### src/rtl/data_sampling_if.sv
// data_sampling_if: RX FSM <-> oversampling front-end signal bundle
interface data_sampling_if #(parameter int PRESCALE_W = 6, parameter int BIT_CNT_W = 4);
  logic                  RX_IN;
  logic [PRESCALE_W-1:0] prescale;
  logic                  cnt_en;
  logic                  dat_samp_en;
  logic [PRESCALE_W-1:0] edge_cnt;
  logic [BIT_CNT_W-1:0]  bit_cnt;
  logic                  sampled_bit;
  logic                  samp_valid;
  modport master (output RX_IN, prescale, cnt_en, dat_samp_en,
                  input  edge_cnt, bit_cnt, sampled_bit, samp_valid);
  modport slave  (input  RX_IN, prescale, cnt_en, dat_samp_en,
                  output edge_cnt, bit_cnt, sampled_bit, samp_valid);
endinterface

### src/rtl/data_sampling.sv
// data_sampling: UART RX synchroniser, edge/bit counters and 3-sample majority vote
module data_sampling #(
  parameter int PRESCALE_W  = 6,
  parameter int BIT_CNT_W   = 4,
  parameter int SYNC_STAGES = 2
) (
  input logic CLK,
  input logic RST,
  data_sampling_if.slave b
);
  localparam logic [PRESCALE_W-1:0] one = PRESCALE_W'(1);
  logic [SYNC_STAGES-1:0] sync;
  logic [PRESCALE_W-1:0]  ps, h, p_even, ps_next;
  logic                   rx_s, en, s0, s1, maj;
  always_comb begin
    rx_s    = sync[SYNC_STAGES-1];
    h       = ps >> 1;
    p_even  = b.prescale & ~one;
    ps_next = p_even < PRESCALE_W'(4) ? PRESCALE_W'(4) : p_even;
    en      = b.cnt_en & b.dat_samp_en;
    maj     = (s0 & s1) | (s0 & rx_s) | (s1 & rx_s);
  end
  always_ff @(posedge CLK or posedge RST) begin
    if (RST) begin
      sync          <= '1;
      ps            <= PRESCALE_W'(8);
      b.edge_cnt    <= '0;
      b.bit_cnt     <= '0;
      s0            <= 1'b1;
      s1            <= 1'b1;
      b.sampled_bit <= 1'b1;
      b.samp_valid  <= 1'b0;
    end else begin
      sync         <= {sync[SYNC_STAGES-2:0], b.RX_IN};
      b.samp_valid <= en && b.edge_cnt == h + one;
      if (!b.cnt_en) begin
        ps         <= ps_next;
        b.edge_cnt <= '0;
        b.bit_cnt  <= '0;
      end else if (b.edge_cnt == ps - one) begin
        b.edge_cnt <= '0;
        b.bit_cnt  <= b.bit_cnt + BIT_CNT_W'(1);
      end else begin
        b.edge_cnt <= b.edge_cnt + one;
      end
      // dropping either enable throws away any partially collected samples
      if (!en) begin
        s0 <= 1'b1;
        s1 <= 1'b1;
      end else begin
        if (b.edge_cnt == h - one) s0 <= rx_s;
        if (b.edge_cnt == h) s1 <= rx_s;
        if (b.edge_cnt == h + one) b.sampled_bit <= maj;
      end
    end
  end
endmodule

### src/flat_wrapper.sv
// flat-port wrapper written by rule: the top's interface ports become plain ports
module data_sampling_flat 
#(
  parameter int PRESCALE_W  = 6,
  parameter int BIT_CNT_W   = 4,
  parameter int SYNC_STAGES = 2
)
  (CLK, RST, b_RX_IN, b_prescale, b_cnt_en, b_dat_samp_en, b_edge_cnt, b_bit_cnt, b_sampled_bit, b_samp_valid);
  data_sampling_if #(.PRESCALE_W(PRESCALE_W), .BIT_CNT_W(BIT_CNT_W)) b_i ();
  input logic CLK;
  input logic RST;
  input wire logic [$bits(b_i.RX_IN)-1:0] b_RX_IN;
  input wire logic [$bits(b_i.prescale)-1:0] b_prescale;
  input wire logic [$bits(b_i.cnt_en)-1:0] b_cnt_en;
  input wire logic [$bits(b_i.dat_samp_en)-1:0] b_dat_samp_en;
  output wire logic [$bits(b_i.edge_cnt)-1:0] b_edge_cnt;
  output wire logic [$bits(b_i.bit_cnt)-1:0] b_bit_cnt;
  output wire logic [$bits(b_i.sampled_bit)-1:0] b_sampled_bit;
  output wire logic [$bits(b_i.samp_valid)-1:0] b_samp_valid;
  assign b_i.RX_IN = b_RX_IN;
  assign b_i.prescale = b_prescale;
  assign b_i.cnt_en = b_cnt_en;
  assign b_i.dat_samp_en = b_dat_samp_en;
  assign b_edge_cnt = b_i.edge_cnt;
  assign b_bit_cnt = b_i.bit_cnt;
  assign b_sampled_bit = b_i.sampled_bit;
  assign b_samp_valid = b_i.samp_valid;
  data_sampling #(.PRESCALE_W(PRESCALE_W), .BIT_CNT_W(BIT_CNT_W), .SYNC_STAGES(SYNC_STAGES)) u_core (.CLK(CLK), .RST(RST), .b(b_i));
endmodule
### config.mk
export PLATFORM = sky130hd
export DESIGN_NAME = data_sampling_flat
export DESIGN_NICKNAME = d
export VERILOG_FILES = /design/src/rtl/data_sampling_if.sv /design/src/rtl/data_sampling.sv /design/src/flat_wrapper.sv
export SDC_FILE = /design/constraint.sdc
export NUM_CORES = 1
export LEC_CHECK = 0
export ABC_AREA = 1
export ABC_CLOCK_PERIOD_IN_PS = 2150
export CORE_MARGIN = 3
export CORE_UTILIZATION = 53
export DETAILED_ROUTE_END_ITERATION = 6
export PLACE_DENSITY = 0.77
export SLEW_MARGIN = 15
export SYNTH_ARGS = -nofsm -noshare
export SYNTH_HDL_FRONTEND = slang
export SYNTH_SLANG_ARGS = --single-unit
### constraint.sdc
create_clock -name CLK -period 2.15 [get_ports CLK]
set_input_delay 0.215 -clock CLK [delete_from_list [all_inputs] [get_ports CLK]]
set_output_delay 0.215 -clock CLK [all_outputs]
set_load 0.005 [all_outputs]
==> results.md <==
* Crit Path Category: reg2reg
* CTS clk-pin slew, worst paths at ~0.12 ns
* Cell repeated most along the worst path: sky130_fd_sc_hd__nand2_1
* Final HPWL from detailed placement at roughly 2400 um
* Adder-cell share of the synthesized area at 4.14%
* Outcome: completed
* Postcts setup bufs at 0
* Final Worst Setup Slack at roughly 0.29 ns
* Endpoint arrival time on the critical path at about 2.1 ns
* Starting Density at between 50 and 60%
* Largest net degree at the start of global routing at 22
* DRC violation total after the first TritonRoute iteration at 36
* Num rows at 18
* Sum of negative setup slack at 0 ns
* Maximum single-stage delay on the critical path at slightly above 0.5 ns
* Cell area after synthesis at around 1500 um2
* Clk buf depth at 2
* Leakage power summed over all cells at between 0.8 and 0.9 nW
* Initial antenna violation count at 0
* DR DRC count at 0
* Min-delay worst type: in2reg
* Floorplan die area at 3400 um2
* DRT Pass-1 Iters at 4
* Wire length of the first global-routing pass at ~5300 um
* IO Count at 23
* Average cell area after synthesis at around 7.1 um2
* Post-Synth XOR/XNOR Area at between 5 and 6%
* Via count of the first global-routing pass at approximately 1.3k
* RSZ-0062 raised after global routing: false
* Via-to-Cell Ratio at 5.19
* Element type at the critical path end: flip-flop
* Post-synthesis async set-or-reset flop share at 100%
* Inserted Diodes at 0
* Gate Count Post-Synth at 203
* Main combinational cell family by area after synthesis: simple AND/OR/NAND/NOR gates
* Share of synthesized area spent on multiplexers at 0%
* Max Slew Vio Count at 0
* Layout overhead on the synthesized area at 17.9%
* Number of buffer and inverter stages on the critical path at 2
* Most used flip-flop cell after synthesis: sky130_fd_sc_hd__dfrtp_1
* Post-cts sizing count at 0
* Count of vias placed by the detailed router at 1329
* Remaining Overflow, GRT at 0
* Antenna viol nets, final at 0
* Net count after synthesis at roughly 220
* Final weighted congestion in routability-driven placement at slightly above 0.9
* Largest delay contributor family on the critical path: simple AND/OR/NAND/NOR gates
* Final Cycle Share at a little under 90%
* Power after layout at approximately 0.00096 W
* Yosys warning total at 0
* Largest fanout on the critical path at 8
* Num CTS Buffers at 3
* Clock latency reported for the late side of the worst-skew pair at about 0.3 ns
* Number of I/O port buffers at 21
* FMAX at roughly 540 MHz
* Horizontal die dimension at just under 60 um
* Commonest cells after routing, fill and taps aside: sky130_fd_sc_hd__nand2_1 (70), sky130_fd_sc_hd__nand3_1 (25), sky130_fd_sc_hd__inv_1 (21), sky130_fd_sc_hd__clkdlybuf4s50_1 (21), sky130_fd_sc_hd__nor2_1 (20)
* Final number of hold-violating endpoints at 0
* Root buffer cell: sky130_fd_sc_hd__clkbuf_4
* EDFF count, synth at 0
* Crit-path slowest cell: sky130_fd_sc_hd__dfrtp_1
* Final number of setup-violating endpoints at 0
* Synth cell types at 27
* Post-route cell area at around 1700 um2
* Most frequent standard cell in the layout excluding fill and tap cells: sky130_fd_sc_hd__nand2_1
* Tmin final at between 1.5 and 2 ns
* Final layout net count at about 240
* Peak supply drop at 402 uV
* Share of layout cells above drive strength 1 at about 11%
* Total wirelength of the detailed-routed design at approximately 3000 um
* Area after detailed placement at around 1700 um2
* Area fraction in and, or, nand and nor cells after synthesis at 42.3%
* Slew at the pin with the worst max-slew slack at ~0.77 ns
* Pre-CTS worst setup slack at 0.307 ns
* Smallest hold slack at 0.321 ns
* Max-Cap Viols at 0
* Detailed-route wire length per cell at roughly 12 um
* Filler Cell Count at ~220
* Overall Global Routing Usage at about a fifth
* Worst path required time at approximately 2.4 ns
* Area of the core at between 2000 and 3000 um2
* CTS H-tree lvls at 1
* CTS sink cnt at 21
* Worst-case headroom to the max-slew limit at between 40% and 50%
* TritonCTS clock tree: built
* Cts-stage hold buffer count at 0
* Max Clock Skew at approximately 0.007 ns
* Post-synthesis sequential area ratio at 36.8%
* Ordered list of cells on the worst path: inv_2 > ha_1 > inv_1 > nand2_1 > nand2_1 > nand3_1 > nor2_4 > nand3_4 > nand2_4 > nand2_1 > nand2_1
* Power density normalized to cell area at 562 nW/um2
* Height of the die at between 50 and 60 um
* FF+latch count, synth at 21
* Crit path launch type: flip-flop
* Compound-Gate Fraction of Synth Area at under 10%
## layer usage
metal | GRT usage [%] | share of wire, %
met5 | 0 | 0
met4 | 7.95 | 0.47
met3 | 2.63 | 4.0
met2 | 33.2 | 48
met1 | 26.7 | 47
## through the flow
step	instances	util, %
6_report	256	67.2
5_1_grt	256	67.2
4_1_cts	256	67.2
3_5_place_dp	252	66.1
3_3_place_gp	252	66.1
2_1_floorplan	203	-
## flip-flops by register name (all words and copies together) (netlist names)
register	cells
u_core.b.edge_cnt	6
u_core.b.samp_valid	1
u_core.b.sampled_bit	1
u_core.ps	5
u_core.s1	1
u_core.sync	2
u_core.b.bit_cnt	4
u_core.s0	1
## final cells by class
type                    count  area [um2]  share of cell area (%)
inverters                  25        93.8                    5.49
clock inverters             1        5.00                   0.293
well taps                  30        37.5                    2.19
repair buffers             23         225                    13.2
multi-input cells         153         793                    46.4
clock buffers               3        22.5                    1.32
flip-flops and latches     21         533                    31.2
## worst register-to-register path: stages, from the launching register on
cell	delay, ns
sky130_fd_sc_hd__dfrtp_1	0.51
sky130_fd_sc_hd__inv_2	0.13
sky130_fd_sc_hd__ha_1	0.37
sky130_fd_sc_hd__inv_1	0.07
sky130_fd_sc_hd__nand2_1	0.04
sky130_fd_sc_hd__nand2_1	0.07
sky130_fd_sc_hd__nand3_1	0.10
sky130_fd_sc_hd__nor2_4	0.15
sky130_fd_sc_hd__nand3_4	0.13
sky130_fd_sc_hd__nand2_4	0.13
sky130_fd_sc_hd__nand2_1	0.06
sky130_fd_sc_hd__nand2_1	0.05
## logic make-up (layout without fill, tap and decap cells)
family,after synthesis,after routing
and+or+nand+nor,131,131
buffers and inverters,29,52
DFF,21,21
xor gates and xnor gates,9,9
AOI/OAI and AO/OA,8,8
adders and majority gates,5,5
## synthesized netlist by cell type (2+ instances only)
library cell | instances | share of area, %
sky130_fd_sc_hd__nand2_1 | 70 | 18
sky130_fd_sc_hd__nand3_1 | 25 | 8.6
sky130_fd_sc_hd__inv_1 | 21 | 5.4
sky130_fd_sc_hd__nor2_1 | 20 | 5.2
sky130_fd_sc_hd__dfrtp_1 | 15 | 26
sky130_fd_sc_hd__dfstp_2 | 6 | 11
sky130_fd_sc_hd__xor2_1 | 6 | 3.6
sky130_fd_sc_hd__o21ai_0 | 5 | 1.7
sky130_fd_sc_hd__ha_1 | 4 | 3.5
sky130_fd_sc_hd__inv_2 | 4 | 1.0
sky130_fd_sc_hd__nand4_1 | 4 | 1.7
sky130_fd_sc_hd__xnor2_1 | 3 | 1.8
sky130_fd_sc_hd__a21oi_1 | 2 | 0.69
sky130_fd_sc_hd__buf_4 | 2 | 1.0
sky130_fd_sc_hd__nand3_2 | 2 | 1.4
sky130_fd_sc_hd__nand3b_1 | 2 | 1.0
sky130_fd_sc_hd__nor2_4 | 2 | 1.6
## worst paths after layout
path,depth (start not counted),startpoint,endpoint,slack (ns)
worst max-delay path,11,u_core.ps[1]$_DFFE_PP0N_,u_core.b.bit_cnt[3]$_DFFE_PP0P_,0.29
max in group asynchronous,2,RST,u_core.ps[2]$_DFFE_PP0N_,1.33
min in group asynchronous,2,RST,u_core.ps[5]$_DFFE_PP0N_,0.34
worst min-delay path,1,b_RX_IN,u_core.sync[0]$_DFF_PP1_,0.32
worst max register to register,11,u_core.ps[1]$_DFFE_PP0N_,u_core.b.bit_cnt[3]$_DFFE_PP0P_,0.29
worst min register to register,0,u_core.sync[0]$_DFF_PP1_,u_core.sync[1]$_DFF_PP1_,0.37
## power breakdown
part / internal [W] / switching (W) / total, W
Clock: 0.0000693 / 0.000119 / 0.000189
Combinational: 0.000134 / 0.000153 / 0.000287
Sequential: 0.000439 / 0.0000466 / 0.000485
No activity file was read; power rests on OpenSTA's default activity.
